[src/rtl/deserialize.sv]
// Serial-to-parallel word collector.
// Collects LENGTH words of BIT_WIDTH bits into one vector and holds the
// finished vector in an output buffer until the consumer takes it. The next
// vector keeps filling while the buffer is held. The input stalls only when
// the next vector would complete while the buffer is still waiting.
module deserialize #(
  parameter int LENGTH    = 32,
  parameter int BIT_WIDTH = 16
) (
  input  logic                          clk,
  input  logic                          rst,
  input  logic                          clear,
  input  logic                          in_valid,
  input  logic [BIT_WIDTH-1:0]          in,
  output logic                          in_ready,
  output logic                          out_valid,
  input  logic                          out_ready,
  output logic [LENGTH*BIT_WIDTH-1:0]   out,
  output logic [$clog2(LENGTH)-1:0]     count
);

  localparam int CW      = $clog2(LENGTH);
  localparam int VW      = LENGTH * BIT_WIDTH;
  localparam int LOW_W   = (LENGTH - 1) * BIT_WIDTH;
  localparam logic [CW-1:0] CNT_LAST = CW'(LENGTH - 1);

  logic [VW-1:0] sr;
  logic [VW-1:0] obuf;
  logic [CW-1:0] cnt;
  logic          ovalid;

  logic          accept;
  logic          complete;

  // A word may enter unless it would complete a vector that has nowhere to go.
  always_comb begin
    in_ready = !((cnt == CNT_LAST) && ovalid && !out_ready);
    accept   = in_valid && in_ready;
    complete = accept && (cnt == CNT_LAST);
  end

  assign out       = obuf;
  assign out_valid = ovalid;
  assign count     = cnt;

  // Shift register, word counter, output buffer and its valid flag.
  // NOTE: all state here uses non-blocking assignments so every register samples
  // the pre-edge values of the others; blocking assignments would let the
  // obuf capture see an sr that has already shifted.
  always_ff @(posedge clk or posedge rst) begin
    if (rst) begin
      sr     <= '0;
      obuf   <= '0;
      cnt    <= '0;
      ovalid <= 1'b0;
    end else if (clear) begin
      // Clear beats everything, including a word offered in the same cycle.
      sr     <= '0;
      cnt    <= '0;
      ovalid <= 1'b0;
    end else begin
      if (accept) begin
        sr <= {sr[LOW_W-1:0], in};
        if (complete) begin
          obuf <= {sr[LOW_W-1:0], in};
          cnt  <= '0;
        end else begin
          cnt  <= cnt + CW'(1);
        end
      end
      // A new vector landing in the same cycle as a drain keeps valid high.
      if (complete) begin
        ovalid <= 1'b1;
      end else if (ovalid && out_ready) begin
        ovalid <= 1'b0;
      end
    end
  end

endmodule

[config.mk]
export PLATFORM = sky130hd
export DESIGN_NAME = deserialize
export DESIGN_NICKNAME = d
export VERILOG_FILES = /design/src/rtl/deserialize.sv
export SDC_FILE = /design/constraint.sdc
export NUM_CORES = 2
export LEC_CHECK = 0
export BUFFER_PORTS_ARGS = -buffer_cell sky130_fd_sc_hd__clkbuf_2
export CORE_MARGIN = 10
export CORE_UTILIZATION = 30
export DETAILED_ROUTE_END_ITERATION = 6
export PLACE_DENSITY = 0.52
export RECOVER_POWER = 50
export SLEW_MARGIN = 15
export SYNTH_ARGS = -nofsm -noshare
export SYNTH_HDL_FRONTEND = slang
export SYNTH_SLANG_ARGS = --single-unit
[constraint.sdc]
create_clock -name clk -period 30.6 [get_ports clk]
set_input_delay 3.06 -clock clk [delete_from_list [all_inputs] [get_ports clk]]
set_output_delay 3.06 -clock clk [all_outputs]
set_load 0.02 [all_outputs]
==> flow_summary.toml <==
[clock_network]
h-tree-depth = 3
cts_hold_buf = 0
worstSkewPairLatency_ps = 750
cts_buffers = 113
clock_path_buffers = 3
cts_resized = 0
tritoncts = "yes"
cts.clk_slew.worst_paths_ps = 60
post_cts.repair.setup_buffers = 0
clockRootBuffer = "clkbuf_16"
cts.sinks = 1014

[route]
remaining_drc_errors = 0
wl_per_cell_um = 23.49
vias = 28910
first_pass_iters = 5
ant_nets = 0
first_iter_violations = 2229
wl_um = 134300
vias_per_cell = 5.057

[pwr]
power.total_mw = 2.832
p_leak_nw = 21.08
peakVddDrop_uv = 46.54
cellPowerDensity_nw_per_um2 = 58.08

[synth]
yosysWarnings = 0
synth_fa_ha_area_share_pct = 0.05964
synth_ff_type = "dfrtp_1"
synth_top_family_by_area = "multiplexers"
syn_avg_cell_area_um2 = 12.42
synth_xor_area_share_pct = 0
synth.distinct_cells = 29
yosysSeqAreaShare_pct = 60.48
yosys.area_share.simple_pct = 8.550
synth.area.mux_share_pct = 13.74
netlist_instances = 3378
async_reset_ff_share_pct = 100.0
syn-cell-area_um2 = 41960
synth_edf_count = 0
synth_fp_nets = 3401
ys_ff_latch = 1014
synth_compound_area_share_pct = 12.76

[final_layout]
drive_gt1_share_pct = 27.30
instances_no_fill = 5716
seq_area_um2 = 25370
multi_input_area_um2 = 14720
nets = 3769
nFillCells = 14110
final_area_um2 = 48770
syn2layout_area_growth_pct = 16.24

[die]
start_util_pct = 30.14
io_pins = 540
rows = 137
dieArea_um2 = 155200
coreArea_um2 = 139200
die_h_um = 394.0
die_width_um = 394.0

[setup_path]
cp_max_fo = 162
endpoint_kind = "flop"
cp.arrival_ps = 15070
crit_type = "input port to flop"
start_kind = "input port"
required_ps = 31190

[sta]
tightestPinTransition_ps = 8281
hold_violations = 0
setup_viol = 0
report.final.slew_viol_count = 1146
finalCritPeriodShare_pct = 47.33
skew_ps = 28.69
max_clock_freq_ghz = 0.06905
period_needed_ps = 14480
timing.hold.ws_ps = 498.5
rsz0062_at_grt = "no"
fin_setup_tns_ps = 0
slew_headroom_pct = -452.1

[global_routing]
grt-ovfl-total = 0
antenna_found_initial = 0
grt_max_degree = 210
grt_pass1_vias = 29420
grt_pass1_wl_um = 203600
track_usage_pct = 16.80

[outcome]
status = "complete, but fails checks"
failed_checks = "capacitance limit, slew limit"

[place]
post_dp_cell_area_um2 = 45650
io_buffers = 539
gp_congestion = 0.7875
place_hpwl_um = 85190
placed_cells_incl_taps = 5507

[job]
maxCapViolations = 16

[min_path]
hp-class = "flop to flop"
-- cell type report --
class | instances | share of cell area (%)
repair buffers | 587 | 4.992
well taps | 1876 | 4.813
clock inverters | 43 | 0.9672
inverters | 3 | 0.06157
clock buffers | 165 | 6.947
diodes | 1 | 0.005131
flip-flops and latches | 1014 | 52.03
multi-input cells | 2027 | 30.19
-- cell families (layout without fill, tap and decap cells) --
| kind of cell | Yosys count | after routing |
|---|---|---|
| multiplexers | 512 | 512 |
| flip-flops | 1014 | 1014 |
| AO/OA/AOI/OAI | 1003 | 1003 |
| other | 0 | 1 |
| buffers and inverters | 337 | 798 |
| adder cells (fa/ha/maj) | 2 | 2 |
| AND/OR/NAND/NOR | 510 | 510 |
-- synthesized netlist by cell type, types with 2 or more instances --
cell,number,area share [%]
o21ai_0,501,6.0
mux2_2,512,14
ha_1,2,0.060
nor2_1,2,0.018
clkbuf_1,118,1.1
buf_2,162,1.9
buf_1,26,0.23
buf_4,3,0.054
buf_12,20,0.95
buf_8,2,0.072
buf_6,3,0.081
nand3_1,300,3.6
nand3_2,200,4.8
dfrtp_1,1014,60
a21oi_2,88,1.8
a21oi_1,412,4.9
-- layer usage --
layer	vias up	GRT usage (%)	share of wire, %
li1	12840	-	-
met1	15170	22.82	45
met2	713	24.90	44
met3	179	5.427	7.4
met4	0	6.060	3.4
met5	-	0	0
-- per-stage QoR --
stage / util [%] / setup WS [ps]
after global placement: 32.80 / 23140
final: 35.04 / 16120
after floorplan: - / 13570
after global routing: 35.04 / 15100
after CTS: 35.57 / 23120
after detailed placement: 32.80 / 23110
-- state kept, by name (all words and copies together) (netlist names) --
signal	count
out_valid	1
sr	496
count	5
out	512
-- power by group --
part / total (mW) / internal, mW / switching [mW]
Combinational: 0.0747 / 0.00665 / 0.0680
Clock: 1.41 / 0.827 / 0.584
Sequential: 1.35 / 1.34 / 0.00293
Total: 2.83 / 2.18 / 0.655
-- cells in the final DEF, fill, tap and decap left out --
master / instances
nand4b_1: 1
or4_1: 1
mux2_2: 512
a21oi_1: 412
bufinv_16: 7
or3_1: 1
clkinvlp_4: 7
clkinv_4: 3
nand2b_1: 1
buf_12: 5
a31oi_1: 1
clkinvlp_2: 2
nor2_1: 2
and4b_2: 1
clkbuf_1: 552
clkbuf_2: 18
inv_6: 2
nand3_2: 200
o31ai_1: 1
clkbuf_8: 28
a21oi_2: 88
nand3b_1: 1
and3b_4: 1
buf_8: 1
clkinv_2: 21
inv_16: 4
clkbuf_16: 117
and3_1: 1
o21ai_0: 501
nand3_1: 300
dfrtp_1: 1014
buf_4: 31
diode_2: 1
ha_1: 2
-- final timing paths --
| kind | from | cells past startpoint | slack, ps | endpoint |
|---|---|---|---|---|
| max in group asynchronous | rst | 5 | 17860 | out[65] |
| min in group asynchronous | rst | 2 | 2730 | sr[224] |
| max reg2reg | count[0] | 8 | 23950 | out[135] |
| max | in_valid | 6 | 16120 | sr[304] |
| min reg2reg | sr[495] | 1 | 500 | out[511] |
| min | sr[495] | 1 | 500 | out[511] |
-- critical path: stages --
cell	delay, ps
clkbuf_1	2280
clkinvlp_2	5680
clkbuf_1	2520
buf_4	940
o21ai_0	270
a21oi_1	110
No activity file was read; power rests on OpenSTA's default activity.
